[config.mk]
export PLATFORM = sky130hd
export DESIGN_NAME = matrix_result_serializer
export DESIGN_NICKNAME = d
export VERILOG_FILES = /design/src/rtl/matrix_result_serializer.sv
export SDC_FILE = /design/constraint.sdc
export NUM_CORES = 1
export LEC_CHECK = 0
export CORE_ASPECT_RATIO = 0.7
export CORE_MARGIN = 3
export CORE_UTILIZATION = 43
export CTS_CLUSTER_DIAMETER = 200
export DETAILED_ROUTE_END_ITERATION = 10
export PLACE_DENSITY = 0.84
export SLEW_MARGIN = 20
export SYNTH_ARGS = -nofsm -noshare
export SYNTH_HDL_FRONTEND = slang
export SYNTH_SLANG_ARGS = --single-unit
[constraint.sdc]
create_clock -name clk -period 1.8 [get_ports clk]
set_clock_uncertainty 0.15 [all_clocks]
set_input_delay 0.18 -clock clk [delete_from_list [all_inputs] [get_ports clk]]
set_output_delay 0.18 -clock clk [all_outputs]
set_load 0.005 [all_outputs]
[src/rtl/matrix_result_serializer.sv]
// -----------------------------------------------------------------------------
// matrix_result_serializer
//
// Purpose:
//   Sits downstream of the floating-point matrix multiplier. Captures the flat
//   result matrix in one shot using the multiplier's four-phase
//   out_ready/out_ack handshake. It then streams the elements one word per beat
//   over a valid/ready interface. The multiplier is released as soon as the
//   matrix is captured, so the next multiplication can overlap with streaming.
//   Elements pass through bit-exact; no arithmetic is done on them.
//
// Build option:
//   SERIALIZER_COL_MAJOR_EN - when defined, beats leave in column-major order
//                             (beat j = element (j % NUM_ROWS)*NUM_COLS +
//                             j / NUM_ROWS). When undefined, beats leave in
//                             row-major order (beat j = element j).
//                             Handshake, latency and m_last are the same in
//                             both builds.
//
// Parameters:
//   NUM_ROWS   - rows of the result matrix
//   NUM_COLS   - columns of the result matrix
//   WORD_WIDTH - bits per element
//
// Ports:
//   clk       in   rising-edge clock
//   rst       in   asynchronous active-low reset
//   res_data  in   result matrix, element k at [k*WORD_WIDTH +: WORD_WIDTH]
//   res_ready in   multiplier out_ready (result valid while high)
//   res_ack   out  multiplier out_ack
//   m_data    out  streamed element
//   m_valid   out  m_data valid
//   m_ready   in   sink accepts the beat when m_valid && m_ready
//   m_last    out  final beat of the matrix
//   m_index   out  beat number within the matrix (0..ELEMS-1)
//   busy      out  a captured matrix is not fully streamed yet
// -----------------------------------------------------------------------------
module matrix_result_serializer #(
    parameter  int NUM_ROWS   = 2,
    parameter  int NUM_COLS   = 2,
    parameter  int WORD_WIDTH = 32,
    localparam int ELEMS      = NUM_ROWS * NUM_COLS,
    localparam int IDXW       = (ELEMS > 1) ? $clog2(ELEMS) : 1
) (
    input  logic                        clk,
    input  logic                        rst,
    input  logic [ELEMS*WORD_WIDTH-1:0] res_data,
    input  logic                        res_ready,
    output logic                        res_ack,
    output logic [WORD_WIDTH-1:0]       m_data,
    output logic                        m_valid,
    input  logic                        m_ready,
    output logic                        m_last,
    output logic [IDXW-1:0]             m_index,
    output logic                        busy
);

    localparam logic [IDXW-1:0] LAST_IDX = IDXW'(ELEMS - 1);

    typedef enum logic {
        IDLE   = 1'b0,
        STREAM = 1'b1
    } state_t;

    state_t                  state_reg;
    state_t                  state_next;
    logic                    res_ack_reg;
    logic [IDXW-1:0]         idx_reg;
    logic [IDXW-1:0]         idx_plus;
    logic [WORD_WIDTH-1:0]   m_data_reg;
    logic [WORD_WIDTH-1:0]   next_word;

    // Buffer is held in output (beat) order, so the streaming side never
    // needs to know which ordering the build uses.
    logic [WORD_WIDTH-1:0]   buffer_reg [ELEMS];
    logic [WORD_WIDTH-1:0]   beat_src   [ELEMS];

    logic                    capture;
    logic                    accept;
    logic                    last_beat;

    // -------------------------------------------------------------------------
    // Handshake qualifiers
    // -------------------------------------------------------------------------
    // A capture needs the previous ack to have been withdrawn, so one result
    // held on res_ready for many cycles is only taken once.
    assign capture   = (state_reg == IDLE) && res_ready && !res_ack_reg;
    assign accept    = (state_reg == STREAM) && m_ready;
    assign last_beat = accept && (idx_reg == LAST_IDX);
    assign idx_plus  = idx_reg + IDXW'(1);

    // -------------------------------------------------------------------------
    // Beat-order reordering of the incoming matrix (pure wiring)
    // -------------------------------------------------------------------------
    for (genvar gi = 0; gi < ELEMS; gi++) begin : g_beat_map
`ifdef SERIALIZER_COL_MAJOR_EN
        localparam int SRC = (gi % NUM_ROWS) * NUM_COLS + (gi / NUM_ROWS);
`else
        localparam int SRC = gi;
`endif
        assign beat_src[gi] = res_data[SRC*WORD_WIDTH +: WORD_WIDTH];
    end

    // -------------------------------------------------------------------------
    // FSM: state register
    // -------------------------------------------------------------------------
    always_ff @(posedge clk or negedge rst) begin
        if (!rst) begin
            state_reg <= IDLE;
        end else begin
            state_reg <= state_next;
        end
    end

    // -------------------------------------------------------------------------
    // FSM: next-state logic
    // -------------------------------------------------------------------------
    always_comb begin
        state_next = state_reg;
        case (state_reg)
            IDLE: begin
                if (capture) begin
                    state_next = STREAM;
                end
            end
            STREAM: begin
                if (last_beat) begin
                    state_next = IDLE;
                end
            end
            default: state_next = IDLE;
        endcase
    end

    // -------------------------------------------------------------------------
    // FSM: outputs
    // -------------------------------------------------------------------------
    always_comb begin
        m_valid = (state_reg == STREAM);
        busy    = (state_reg == STREAM);
        m_last  = (state_reg == STREAM) && (idx_reg == LAST_IDX);
        res_ack = res_ack_reg;
        m_data  = m_data_reg;
        m_index = idx_reg;
    end

    // -------------------------------------------------------------------------
    // Four-phase ack: raised on capture, dropped once res_ready is seen low.
    // Runs independently of the streaming side.
    // -------------------------------------------------------------------------
    always_ff @(posedge clk or negedge rst) begin
        if (!rst) begin
            res_ack_reg <= 1'b0;
        end else if (capture) begin
            res_ack_reg <= 1'b1;
        end else if (res_ack_reg && !res_ready) begin
            res_ack_reg <= 1'b0;
        end
    end

    // -------------------------------------------------------------------------
    // Beat counter: only ever returns to 0 explicitly (capture or last beat).
    // -------------------------------------------------------------------------
    always_ff @(posedge clk or negedge rst) begin
        if (!rst) begin
            idx_reg <= '0;
        end else if (capture || last_beat) begin
            idx_reg <= '0;
        end else if (accept) begin
            idx_reg <= idx_plus;
        end
    end

    // -------------------------------------------------------------------------
    // Matrix buffer
    // -------------------------------------------------------------------------
    always_ff @(posedge clk or negedge rst) begin
        if (!rst) begin
            for (int i = 0; i < ELEMS; i++) begin
                buffer_reg[i] <= '0;
            end
        end else if (capture) begin
            for (int i = 0; i < ELEMS; i++) begin
                buffer_reg[i] <= beat_src[i];
            end
        end
    end

    // Word for the beat after the current one. The range check keeps the
    // select inside the buffer when ELEMS is not a power of two.
    always_comb begin
        next_word = '0;
        for (int i = 0; i < ELEMS; i++) begin
            if (idx_plus == IDXW'(i)) begin
                next_word = buffer_reg[i];
            end
        end
    end

    // -------------------------------------------------------------------------
    // Registered output word. The first beat comes straight from res_data so
    // it is presented the cycle after capture; later beats come from the
    // buffer. The word only changes on an accepted beat, so it holds through
    // stalls.
    // -------------------------------------------------------------------------
    always_ff @(posedge clk or negedge rst) begin
        if (!rst) begin
            m_data_reg <= '0;
        end else if (capture) begin
            m_data_reg <= beat_src[0];
        end else if (accept && !last_beat) begin
            m_data_reg <= next_word;
        end
    end

endmodule

### Word level (Yosys, flattened, before mapping)

Index checks and enable logic that the tools add are counted.

| storage, ports and cells | value |
|---|---|
| register bits | 164 |
| output and inout bits | 38 |
| logic and storage cells | 42 |

| cells by class | value |
|---|---|
| add/subtract/negate cells | 1 |
| equality and inequality tests | 4 |
| multiplexer cells | 13 |
| bitwise gates (word level) | 1 |
| reduce and logical (&&, ||, !) cells | 15 |

Operators by type and width:

| operator | count |
|---|---|
| $mux W32 | 6 |
| $logic_and A1 B1 Y1 | 7 |
| $eq A2 B2 Y1 const B | 3 |
| $reduce_bool A2 Y1 | 3 |
| $mux W1 | 4 |
| $mux W2 | 2 |
| $logic_not A1 Y1 | 3 |
| $add A2 B1 Y2 const B | 1 |
| $eq A2 B1 Y1 const B | 1 |
| $logic_not A2 Y1 | 1 |
| $pmux W1 S2 | 1 |
| $logic_or A1 B1 Y1 | 1 |
| $not A1 Y1 | 1 |

### Logic depth before layout (Yosys ltp)

| logic depth | value |
|---|---|
| depth after elaboration | 8 |
| depth in mapped cells | 7 |
| depth with buffers taken out | 5 |

### Least setup slack after synthesis

Ideal clock, no wire load.

| timing path | value |
|---|---|
| kind | flip-flop to flip-flop |
| start | register idx_reg[0], in the netlist m_index[0] |
| end | register m_data_reg[10], in the netlist m_data[10] |
| library setup time | 126 ps |
| data arrival time | 1540 ps |
| required time | 1524 ps |
| path slack | -16 ps |
| stages on the path, launching flop included | 7 |
| path buffers | 2 |
| path through | dfrtp_1 > ha_1 > and3b_1 > buf_2 > nor2_4 > buf_4 > a221o_1 |

| on the way | value |
|---|---|
| longest elaborated chain between the ends | 8 |
| elaborated cells between the ends (all ways) | 16 |
| those cells by class | add/sub (1); eq/ne (4); mux (6); reduce/logical (5) |

RTL lines:

| item | line | source |
|---|---|---|
| from (decl) | 68 | `logic [IDXW-1:0] idx_reg;` |
| from (signal assigned) | 170 | `idx_reg <= idx_plus;` |
| $add A2 B1 Y2 | 90 | `assign idx_plus = idx_reg + IDXW'(1);` |
| $logic_not A2 Y1 | 194 | `if (idx_plus == IDXW'(i)) begin` |
| $mux W32 (4 in a row) | 194 |  |
| $mux W32 | 211 | `end else if (accept && !last_beat) begin` |
| $mux W32 | 209 | `end else if (capture) begin` |
| to (signal assigned) | 210 | `m_data_reg <= beat_src[0];` |
| to (signal assigned) | 212 | `m_data_reg <= next_word;` |
| to (decl) | 70 | `logic [WORD_WIDTH-1:0] m_data_reg;` |

Several ways; a longest one is shown, not always the timed one. The select of a mux whose other input is x is not followed.
A chain may end at the register's enable or synchronous reset.

### Final worst setup path

| timing path | value |
|---|---|
| start | register idx_reg[0], in the netlist m_index[0] |
| end | register m_data_reg[23], in the netlist m_data[23] |

Same word-level chain as after synthesis.

==> flow_summary.toml <==
[global_route]
track_usage = 0.2450
grt_pass1_wl_um = 30970
first_global_vias = 6074
antenna_found_initial = 1
grt-ovfl-total = 0
grt_max_degree = 46

[pwr]
powerDensity_nw_per_um2 = 1703
p_leak_uw = 0.004432
clockPowerShare = 0.204
p_comb_frac = 0.478
seq_power_share = 0.317
intPower_uw = 10820
ir_worst_vdd_uv = 760.3
switchingPower_uw = 6176
p_sw_frac = 0.3635

[flow_run]
drv_cap = 0

[logic_synthesis]
synth_cells = 665
yosysSeqAreaShare = 0.5443
syn_area_um2 = 6299
synth_area_per_cell_um2 = 9.471
ys_warn_count = 0
ys_ff_latch = 137
syn-num-nets = 801
synth_cell_types = 32

[floorplanning]
die-area_um2 = 16160
rows = 36
ios = 170
die_h_um = 107.3
initial_core_util = 0.4468
die_width_um = 150.7
core-area_um2 = 14100

[run_status]
violations = "negative setup slack"
outcome = "complete, but fails checks"

[place]
gp_congestion = 0.8080
hpwl_um = 12070
portBuffers = 169
dp_cells = 1011

[route]
drc = 0
avgViaCountPerCell = 5.557
wl_met2_um = 10270
highest_layer = "met5"
drtAntennaViolNets = 0
initialDrtViolationCount = 404
wl_met3_um = 1890
dr_total_vias = 5979
wirelength_met1_um = 8621
dr.pass1.iters = 5
wl_um = 21330
routedWlPerCell_um = 19.83

[cells_and_area]
drive_gt1_frac = 0.2032
multiInputGateArea_um2 = 2851
seq_area_um2 = 3431
area_growth_pct = 58.40
largest_reg_flops = 101
layout_common_cells = "nand2_1, clkdlybuf4s50_1, dfrtp_1"
nFillCells = 995
final_cells = 1076
final_nets = 1009
num_antenna_cells = 0
mostFrequentLayoutCell = "nand2_1"

[worst_setup_path]
reg2reg_to = "m_data[23]"
cp-start-kind = "flop"
reg2reg_slack_ns = -0.17
r2r_cells = 8
cp_data_required_time_ns = 2.00
crit_fanout = 11
endpoint_kind = "flop"
arrival_ns = 2.16
r2r-start = "m_index[0]"
criticalPathCategory = "flop to flop"

[cts]
worstSkewPairLatency_ns = 0.41
path_clk_slew_ns = 0.06
cts_inserted_buffers = 17
clk_path_buf_depth = 2
root_buffer = "clkbuf_16"
clock_sinks = 137
cts_tree = "done"
htreeDepth = 4

[sta]
grt_setup_unrepaired = "yes"
fmax_ghz = 0.5085
finalHoldViolations = 0
finalSetupViolCount = 33
worstMarginPinSlew_ns = 0.5491
finalMaxSlewViolations = 0
layout_setup_ws_ns = -0.1664
max_slew_margin = 0.6288
min_period_ns = 1.966
post-route-period-util = 1.092
fin_setup_tns_ns = -3.648

[worst_hold_path]
worstHoldPathType = "input port to asynchronous set/reset pin"
[Yosys cell counts]
cell type / n / share of area
a2111oi_0: 1 / 0.0014
buf_1: 2 / 0.0012
o311ai_0: 1 / 0.0014
inv_1: 30 / 0.018
o21ai_0: 29 / 0.023
ha_1: 4 / 0.0079
buf_6: 17 / 0.030
o311a_1: 4 / 0.0064
dfrtp_1: 137 / 0.54
a21oi_1: 31 / 0.025
nor2_4: 1 / 0.0018
and3b_1: 2 / 0.0028
nand3_1: 3 / 0.0024
o22ai_1: 4 / 0.0040
nand2b_1: 1 / 0.00099
and2_1: 1 / 0.00099
buf_2: 13 / 0.010
nor2b_1: 5 / 0.0050
a221o_1: 27 / 0.043
nor3b_4: 1 / 0.0030
or4bb_1: 4 / 0.0072
o2111ai_1: 4 / 0.0056
a21boi_0: 1 / 0.0012
nor4b_1: 4 / 0.0056
nor4bb_1: 1 / 0.0016
clkbuf_1: 19 / 0.011
buf_4: 6 / 0.0072
or3b_1: 1 / 0.0014
nand2_1: 251 / 0.15
a221oi_1: 27 / 0.038
nand3b_1: 32 / 0.038
a21o_1: 1 / 0.0012
[metrics by stage]
step,instance area (µm²),hold WS (ns),util,worst slack [ns],total power [µW]
5_1_grt,9977,0.1014,0.7077,-0.2187,17920
3_3_place_gp,8399,-0.06437,0.5958,-0.08662,10870
3_5_place_dp,8399,-0.06447,0.5958,-0.1846,11130
6_report,9977,0.07127,0.7077,-0.1664,16990
2_1_floorplan,6301,-0.2656,-,0.008653,8480
4_1_cts,9433,0.08392,0.6691,-0.1181,15610
[worst max-delay path, stage by stage, from the launching register on]
cell and delay [ns]:
dfrtp_2 0.43, buf_6 0.13, ha_4 0.16, buf_6 0.12, nand3b_1 0.16, buf_6 0.15, buf_12 0.16, a221oi_4 0.25
a221o_1 0.19
[routing by layer]
layer  track usage  vias to the layer above
li1              -                     2679
met1        0.3224                     2921
met2        0.3981                      327
met3       0.06524                       50
met4       0.07697                        2
met5             0                        -
[cell families (layout without fill, tap and decap cells)]
kind of cell / after synthesis / after routing / share of synthesized area
compound gates: 130 / 130 / 0.1492
fa+ha+maj: 4 / 4 / 0.007946
buf+inv: 87 / 308 / 0.07827
flops: 137 / 137 / 0.5443
simple gates: 307 / 307 / 0.2203
[cell type report]
type | instances | share of cell area
flip-flops and latches | 137 | 0.3439
clock inverters | 11 | 0.01216
multi-input cells | 441 | 0.2858
well taps | 190 | 0.02383
repair buffers | 246 | 0.2761
clock buffers | 21 | 0.04615
inverters | 30 | 0.01204
[power groups by stage]
| stage | sequential (µW) | clock [µW] | combinational [µW] |
|---|---|---|---|
| after detailed placement | 5280 | 0 | 5840 |
| after CTS | 5300 | 3470 | 6840 |
| after floorplan | 5150 | 0 | 3330 |
| final | 5390 | 3470 | 8130 |
| after global placement | 5230 | 0 | 5640 |
| after global routing | 5550 | 3640 | 8730 |
[worst max-delay path by stage]
stage	end	from
floorplan	m_data[28]	m_index[1]
global placement	m_data[25]	res_ready
detailed placement	m_data[23]	m_index[0]
CTS	m_data[13]	m_index[1]
global route	m_data[20]	m_index[0]
finish	m_data[23]	m_index[0]
[timing repair]
action	CTS	global route
buffers inserted	8	12
hold endpoints to repair	137	0
setup endpoints to repair	34	47
pin swaps	13	11
hold buffers	1	0
cloned	4	8
resized for setup	62	68
Power figures use the tool's default switching activity.
